`src/rtl/i2c_pkg.sv`:
```
// i2c_pkg: command opcodes and bit-master register map for the byte engine.
// Shared by the engine top and its Avalon access helper.
package i2c_pkg;

    typedef enum logic [1:0] {
        OP_START = 2'd0,
        OP_STOP  = 2'd1,
        OP_WRITE = 2'd2,
        OP_READ  = 2'd3
    } op_e;

    localparam logic [3:0] REG_CTRL = 4'd0;
    localparam logic [3:0] REG_GO   = 4'd1;

    localparam int CTRL_BUSY  = 3;
    localparam int CTRL_START = 2;
    localparam int CTRL_STOP  = 1;
    localparam int CTRL_DATA  = 0;

    localparam logic [31:0] CTRL_START_CODE = 32'h1 << CTRL_START;
    localparam logic [31:0] CTRL_STOP_CODE  = 32'h1 << CTRL_STOP;

endpackage

```
`src/rtl/i2c_bus_access.sv`:
```
// i2c_bus_access: runs one Avalon-MM access at a time for the engine.
// Holds address/data/strobe through waitrequest, inserts an idle cycle after each access.
module i2c_bus_access
    import i2c_pkg::*;
(
    input  logic        clock,
    input  logic        clock_areset_n,
    input  logic        go,
    input  logic        is_write,
    input  logic [3:0]  addr,
    input  logic [31:0] wdata,
    output logic        done,
    output logic [31:0] rdata,
    output logic [3:0]  m_address,
    output logic [31:0] m_writedata,
    output logic        m_read,
    output logic        m_write,
    input  logic [31:0] m_readdata,
    input  logic        m_waitrequest
);

    logic strobe;

    assign strobe = m_read | m_write;

    // Launch on go, hold through stall, complete and drop strobe; done pulses in the idle cycle.
    always_ff @(posedge clock or negedge clock_areset_n) begin
        if (!clock_areset_n) begin
            m_address   <= REG_CTRL;
            m_writedata <= 32'd0;
            m_read      <= 1'b0;
            m_write     <= 1'b0;
            done        <= 1'b0;
            rdata       <= 32'd0;
        end else begin
            done <= 1'b0;
            if (strobe) begin
                if (!m_waitrequest) begin
                    m_read  <= 1'b0;
                    m_write <= 1'b0;
                    done    <= 1'b1;
                    rdata   <= m_readdata;
                end
            end else if (go && !done) begin
                m_address   <= addr;
                m_writedata <= wdata;
                m_write     <= is_write;
                m_read      <= !is_write;
            end
        end
    end

endmodule

```
`src/rtl/i2c_byte_engine.sv`:
```
// i2c_byte_engine: byte-level START/STOP/WRITE/READ sequencer over the bit master.
// Optional poll timeout enabled by defining I2C_BYTE_ENGINE_TIMEOUT_EN.
module i2c_byte_engine
    import i2c_pkg::*;
#(
    parameter int GUARD_CYCLES  = 4,
    parameter int TIMEOUT_POLLS = 65535
) (
    input  logic        clock,
    input  logic        clock_areset_n,
    input  logic        cmd_valid,
    output logic        cmd_ready,
    input  logic [1:0]  cmd_op,
    input  logic [7:0]  cmd_data,
    input  logic        cmd_nack,
    output logic        rsp_valid,
    input  logic        rsp_ready,
    output logic [7:0]  rsp_data,
    output logic        rsp_nack,
    output logic        rsp_error,
    output logic [3:0]  m_address,
    output logic [31:0] m_writedata,
    input  logic [31:0] m_readdata,
    output logic        m_read,
    output logic        m_write,
    input  logic        m_waitrequest
);

    localparam logic [2:0] S_IDLE    = 3'd0;
    localparam logic [2:0] S_POLL    = 3'd1;
    localparam logic [2:0] S_SETUP   = 3'd2;
    localparam logic [2:0] S_TRIGGER = 3'd3;
    localparam logic [2:0] S_GUARD   = 3'd4;
    localparam logic [2:0] S_FETCH   = 3'd5;
    localparam logic [2:0] S_ADVANCE = 3'd6;
    localparam logic [2:0] S_RESP    = 3'd7;

    localparam int GW = (GUARD_CYCLES > 1) ? $clog2(GUARD_CYCLES + 1) : 1;
    localparam logic [GW-1:0] G_LAST = GW'(GUARD_CYCLES - 1);

    logic [2:0]    state;
    op_e           op;
    logic [7:0]    data;
    logic          nack_req;
    logic [3:0]    bcnt;
    logic [7:0]    shreg;
    logic          wr_nack;
    logic          fetch_pend;
    logic [GW-1:0] gcnt;

    logic          read_bit;
    logic          wr_bit;
    logic          last_bit;
    logic          go;
    logic          is_write;
    logic [3:0]    addr;
    logic [31:0]   wdata;
    logic          done;
    logic [31:0]   rdata;
    logic          busy;
    logic          abort;

    logic          unused_rdata;

    assign unused_rdata = ^{rdata[31:4], rdata[2:1]};
    assign busy = rdata[CTRL_BUSY];

    assign read_bit = (op == OP_WRITE && bcnt[3])
                    || (op == OP_READ && !bcnt[3]);
    assign wr_bit   = (op == OP_WRITE) ? data[~bcnt[2:0]] : nack_req;
    assign last_bit = (op == OP_START) || (op == OP_STOP) || bcnt[3];

    // Avalon request for the current state; the helper sequences the handshake.
    always_comb begin
        go       = 1'b0;
        is_write = 1'b0;
        addr     = REG_CTRL;
        wdata    = 32'd0;
        unique case (state)
            S_POLL, S_FETCH: go = 1'b1;
            S_SETUP: begin
                go       = 1'b1;
                is_write = 1'b1;
                if (op == OP_START) begin
                    wdata = CTRL_START_CODE;
                end else if (op == OP_STOP) begin
                    wdata = CTRL_STOP_CODE;
                end else begin
                    wdata = {31'd0, wr_bit};
                end
            end
            S_TRIGGER: begin
                go       = 1'b1;
                is_write = !read_bit;
                addr     = REG_GO;
            end
            default: go = 1'b0;
        endcase
    end

`ifdef I2C_BYTE_ENGINE_TIMEOUT_EN
    localparam int PW = (TIMEOUT_POLLS > 1) ? $clog2(TIMEOUT_POLLS + 1) : 1;
    localparam logic [PW-1:0] P_LAST = PW'(TIMEOUT_POLLS - 1);

    logic [PW-1:0] pcnt;

    assign abort = (state == S_POLL) && done && busy && (pcnt == P_LAST);

    // Busy-poll counter; zero whenever outside POLL so every entry starts fresh.
    always_ff @(posedge clock or negedge clock_areset_n) begin
        if (!clock_areset_n) begin
            pcnt <= '0;
        end else if (state != S_POLL) begin
            pcnt <= '0;
        end else if (done) begin
            pcnt <= pcnt + 1'b1;
        end
    end

    // Error flag raised by a poll timeout, cleared when the response is taken.
    always_ff @(posedge clock or negedge clock_areset_n) begin
        if (!clock_areset_n) begin
            rsp_error <= 1'b0;
        end else if (abort) begin
            rsp_error <= 1'b1;
        end else if (state == S_RESP && rsp_ready) begin
            rsp_error <= 1'b0;
        end
    end
`else
    localparam int unused_timeout = TIMEOUT_POLLS;

    assign abort     = 1'b0;
    assign rsp_error = 1'b0;
`endif

    // Command sequencer: bit loop over poll/setup/trigger/guard/fetch.
    always_ff @(posedge clock or negedge clock_areset_n) begin
        if (!clock_areset_n) begin
            state      <= S_IDLE;
            cmd_ready  <= 1'b0;
            rsp_valid  <= 1'b0;
            rsp_data   <= 8'd0;
            rsp_nack   <= 1'b0;
            op         <= OP_START;
            data       <= 8'd0;
            nack_req   <= 1'b0;
            bcnt       <= 4'd0;
            shreg      <= 8'd0;
            wr_nack    <= 1'b0;
            fetch_pend <= 1'b0;
            gcnt       <= '0;
        end else begin
            unique case (state)
                S_IDLE: begin
                    if (cmd_valid && cmd_ready) begin
                        op         <= op_e'(cmd_op);
                        data       <= cmd_data;
                        nack_req   <= cmd_nack;
                        bcnt       <= 4'd0;
                        shreg      <= 8'd0;
                        wr_nack    <= 1'b0;
                        fetch_pend <= 1'b0;
                        cmd_ready  <= 1'b0;
                        state      <= S_POLL;
                    end else begin
                        cmd_ready <= 1'b1;
                    end
                end
                S_POLL: begin
                    if (abort) begin
                        rsp_valid <= 1'b1;
                        rsp_data  <= 8'd0;
                        rsp_nack  <= 1'b1;
                        state     <= S_RESP;
                    end else if (done && !busy) begin
                        if (fetch_pend) begin
                            state <= S_FETCH;
                        end else if (read_bit) begin
                            state <= S_TRIGGER;
                        end else begin
                            state <= S_SETUP;
                        end
                    end
                end
                S_SETUP: begin
                    if (done) begin
                        state <= S_TRIGGER;
                    end
                end
                S_TRIGGER: begin
                    if (done) begin
                        gcnt  <= '0;
                        state <= S_GUARD;
                    end
                end
                S_GUARD: begin
                    if (gcnt == G_LAST) begin
                        if (read_bit) begin
                            fetch_pend <= 1'b1;
                            state      <= S_POLL;
                        end else begin
                            state <= S_ADVANCE;
                        end
                    end else begin
                        gcnt <= gcnt + 1'b1;
                    end
                end
                S_FETCH: begin
                    if (done) begin
                        shreg      <= {shreg[6:0], rdata[CTRL_DATA]};
                        wr_nack    <= rdata[CTRL_DATA];
                        fetch_pend <= 1'b0;
                        state      <= S_ADVANCE;
                    end
                end
                S_ADVANCE: begin
                    if (last_bit) begin
                        rsp_valid <= 1'b1;
                        rsp_data  <= (op == OP_READ) ? shreg : 8'd0;
                        rsp_nack  <= (op == OP_WRITE) ? wr_nack : 1'b0;
                        state     <= S_RESP;
                    end else begin
                        bcnt  <= bcnt + 4'd1;
                        state <= S_POLL;
                    end
                end
                S_RESP: begin
                    if (rsp_ready) begin
                        rsp_valid <= 1'b0;
                        rsp_data  <= 8'd0;
                        rsp_nack  <= 1'b0;
                        cmd_ready <= 1'b1;
                        state     <= S_IDLE;
                    end
                end
                default: state <= S_IDLE;
            endcase
        end
    end

    i2c_bus_access u_bus (
        .clock          (clock),
        .clock_areset_n (clock_areset_n),
        .go             (go),
        .is_write       (is_write),
        .addr           (addr),
        .wdata          (wdata),
        .done           (done),
        .rdata          (rdata),
        .m_address      (m_address),
        .m_writedata    (m_writedata),
        .m_read         (m_read),
        .m_write        (m_write),
        .m_readdata     (m_readdata),
        .m_waitrequest  (m_waitrequest)
    );

endmodule

```
`config.mk`:
```
export PLATFORM = sky130hd
export DESIGN_NAME = i2c_byte_engine
export DESIGN_NICKNAME = d
export VERILOG_FILES = /design/src/rtl/i2c_pkg.sv /design/src/rtl/i2c_bus_access.sv /design/src/rtl/i2c_byte_engine.sv
export SDC_FILE = /design/constraint.sdc
export NUM_CORES = 1
export LEC_CHECK = 0
export ABC_CLOCK_PERIOD_IN_PS = 3860
export BUFFER_PORTS_ARGS = -buffer_cell sky130_fd_sc_hd__clkbuf_2
export CORE_ASPECT_RATIO = 0.7
export CORE_MARGIN = 5
export CORE_UTILIZATION = 45
export CTS_CLUSTER_DIAMETER = 120
export DETAILED_ROUTE_END_ITERATION = 12
export PLACE_DENSITY_LB_ADDON = 0.12
export RECOVER_POWER = 25
export SYNTH_ARGS = -nofsm -noshare
export SYNTH_HDL_FRONTEND = slang
export SYNTH_SLANG_ARGS = --single-unit
```
`constraint.sdc`:
```
create_clock -name clock -period 3.86 [get_ports clock]
set_input_delay 0.193 -clock clock [delete_from_list [all_inputs] [get_ports clock]]
set_output_delay 0.193 -clock clock [all_outputs]
set_load 0.03 [all_outputs]
```
==> results.json <==
{
  "status": "completed",
  "totalPowerFinal_mw": 2.16,
  "wl_met3_um": 323,
  "yosys.area.top_type_share_pct": 48.1,
  "grt_max_degree": 29,
  "fin_setup_tns_ns": 0,
  "grt_pass1_wl_um": 8400,
  "fin_crit_ns": 1.98,
  "critPathCaptureType": "register",
  "peakVddDrop_v": 0.000275,
  "fillers": 550,
  "yosys-top-cells-area": "dfrtp_1 (48%), buf_4 (9.8%), nand2_1 (5.3%)",
  "initial_core_util_pct": 45.9,
  "syn_area_per_cell_um2": 10.5,
  "r2r.worst_path.cells": 2,
  "final_max_slew_viol_count": 0,
  "finalSetupViolCount": 0,
  "worstPathArrival_ns": 2.17,
  "maxUsedRoutingLayer": "met4",
  "drt_iter0_markers": 93,
  "crit_path_start_kind": "register",
  "cts_resized": 0,
  "fp.dieW_um": 101,
  "path_clk_slew_ns": 0.09,
  "clk_latency_ns": 0.30,
  "grt_pass1_vias": 1624,
  "die_y_um": 73.6,
  "n_antenna_cell": 0,
  "drcViolationCount": 0,
  "min_path_cells": 3,
  "synth_edf_count": 0,
  "firstDrtPassIters": 4,
  "ios": 98,
  "wirelength_um": 5120,
  "slew_headroom_pct": 13.1,
  "cts_max_path_buffers": 2,
  "clock_skew_ns": 0.00627,
  "async_flop_share_pct": 100,
  "ys_seq_area_share_pct": 48.1,
  "via_per_inst": 4.97,
  "r2r-end": "data[5]",
  "dp_hpwl_um": 3690,
  "numCtsBuffers": 5,
  "syn_area_mm2": 0.00260,
  "required_ns": 4.05,
  "hold_slack_ns": 0.0784,
  "regArea_mm2": 0.00125,
  "numPortBuffers": 34,
  "clockRootBuffer": "clkbuf_8",
  "clkSinkCount": 50,
  "r2r-start": "state[1]",
  "power_density_mw_per_mm2": 772,
  "min_from": "m_readdata[3]",
  "track_usage_pct": 14.5,
  "power.leakage_nw": 1.35,
  "setup.worst_path.start": "state[1]",
  "syn_to_final_growth_pct": 7.46,
  "synth_top_area_cell": "dfrtp_1",
  "fmax_mhz": 506,
  "rows": 23,
  "cap_violations": 0,
  "overflow": 0,
  "hold_viol": 0,
  "r2r_slack_ns": 1.88,
  "core-area_mm2": 0.00567,
  "antenna_found_initial": 0,
  "synth_flop_cell": "dfrtp_1",
  "worstSetupPathType": "reg -> reg",
  "wl_met2_um": 2070,
  "cts_htree_levels": 2,
  "synth_seq_cells": 50,
  "avgRoutedWirePerCell_um": 14.3,
  "worst_pin_slew_ns": 1.30,
  "nets": 334,
  "wl_met1_um": 2670,
  "yosys_warnings": 0,
  "cts_tree": "built",
  "hold_end": "u_bus.rdata[3]",
  "path_max_fanout": 19,
  "multi_input_area_mm2": 0.00115,
  "rsz0062_at_grt": "false",
  "dieArea_mm2": 0.00742,
  "drive_gt1_share_pct": 19.1,
  "gp_congestion": 0.747,
  "min_path_type": "in -> reg",
  "vias": 1781,
  "period_share_pct": 51.2,
  "yosys.cell_types.count": 44,
  "synth_cells": 248,
  "ant_nets": 0
}
## critical path: stages (launching register included)
cell	delay, ns
dfrtp_1	0.63
nor4_4	0.83
mux2_2	0.41
## cell usage in the layout, fill, tap and decap left out, types with 3 or more instances in the layout
| cell type | instances |
|---|---|
| nor2b_1 | 6 |
| mux2_2 | 3 |
| inv_1 | 6 |
| conb_1 | 33 |
| clkbuf_8 | 5 |
| a31oi_1 | 4 |
| and3_1 | 3 |
| o21ai_0 | 16 |
| a22o_1 | 15 |
| clkbuf_1 | 5 |
| mux2_1 | 9 |
| nand2_1 | 37 |
| nand2b_1 | 4 |
| a32o_1 | 3 |
| buf_4 | 3 |
| o211ai_1 | 4 |
| nor2_1 | 9 |
| ha_1 | 3 |
| dfrtp_1 | 50 |
| clkbuf_2 | 29 |
## power breakdown
part | total, mW | switching, mW | internal (mW)
combinational | 0.892 | 0.526 | 0.366
clock | 0.301 | 0.177 | 0.124
sequential | 0.966 | 0.228 | 0.738
## registers in the layout, summed over array words and instances (netlist names)
register,cells
bcnt,4
cmd_ready,1
data,8
fetch_pend,1
gcnt,3
nack_req,1
op,2
rsp_data,8
rsp_nack,1
rsp_valid,1
shreg,8
state,3
u_bus.done,1
u_bus.m_address,1
u_bus.m_read,1
u_bus.m_write,1
u_bus.m_writedata,3
u_bus.rdata,2
## worst max-delay path by stage
stage          endpoint  cells after the start
4_1_cts         data[5]                      2
3_5_place_dp   shreg[5]                      3
6_report        data[5]                      2
2_1_floorplan   data[0]                      4
3_3_place_gp   shreg[5]                      3
5_1_grt        shreg[0]                      3
## cell type report
| cell class | count | share of cell area, % |
|---|---|---|
| Clock buffer | 5 | 2.46 |
| Clock inverter | 2 | 0.537 |
| Inverter | 6 | 0.806 |
| Multi-Input combinational cell | 182 | 41.0 |
| Sequential cell | 50 | 44.8 |
| Tap cell | 75 | 3.36 |
| Timing Repair Buffer | 38 | 7.03 |
## cell usage after synthesis (4+ instances only)
| master | instances |
|---|---|
| nor2b_1 | 6 |
| inv_1 | 6 |
| buf_2 | 6 |
| dfrtp_1 | 50 |
| a22o_1 | 15 |
| nand2_1 | 37 |
| nand2b_1 | 4 |
| a31oi_1 | 4 |
| o211ai_1 | 4 |
| buf_4 | 34 |
| mux2_1 | 9 |
| o21ai_0 | 16 |
| nor2_1 | 9 |
## per-stage QoR
stage	instances	cell area, um2	util, %	setup slack [ns]
after floorplan	280	2720	-	2.28
after global placement	350	2710	47.7	1.88
after detailed placement	350	2710	47.7	1.89
after CTS	358	2800	49.4	1.88
after global routing	358	2790	49.3	1.72
final	358	2790	49.3	1.88
## per-layer routing
layer  vias to the layer above  GRT usage, %
met5                         -             0
met1                       850          22.7
met2                        52          18.9
li1                        872             -
met3                         7          3.42
met4                         0          5.38
## repair_timing
item                      4_1_cts  5_1_grt
hold endpoints to repair       22        0
hold buffers                    1        0
buffers inserted                0        0
## cells by family (layout without fill, tap and decap cells)
family | after synthesis | count (layout) | share of synthesized area [%]
other cells | 1 | 33 | 0.144
fa+ha+maj | 3 | 3 | 1.44
compound gates | 59 | 59 | 16.7
simple gates | 71 | 71 | 13.5
flops | 50 | 50 | 48.1
buf+inv | 48 | 51 | 12.4
mux | 14 | 14 | 6.93
xor+xnor | 2 | 2 | 0.674
Note: power is estimated with default switching activity, not from simulation.
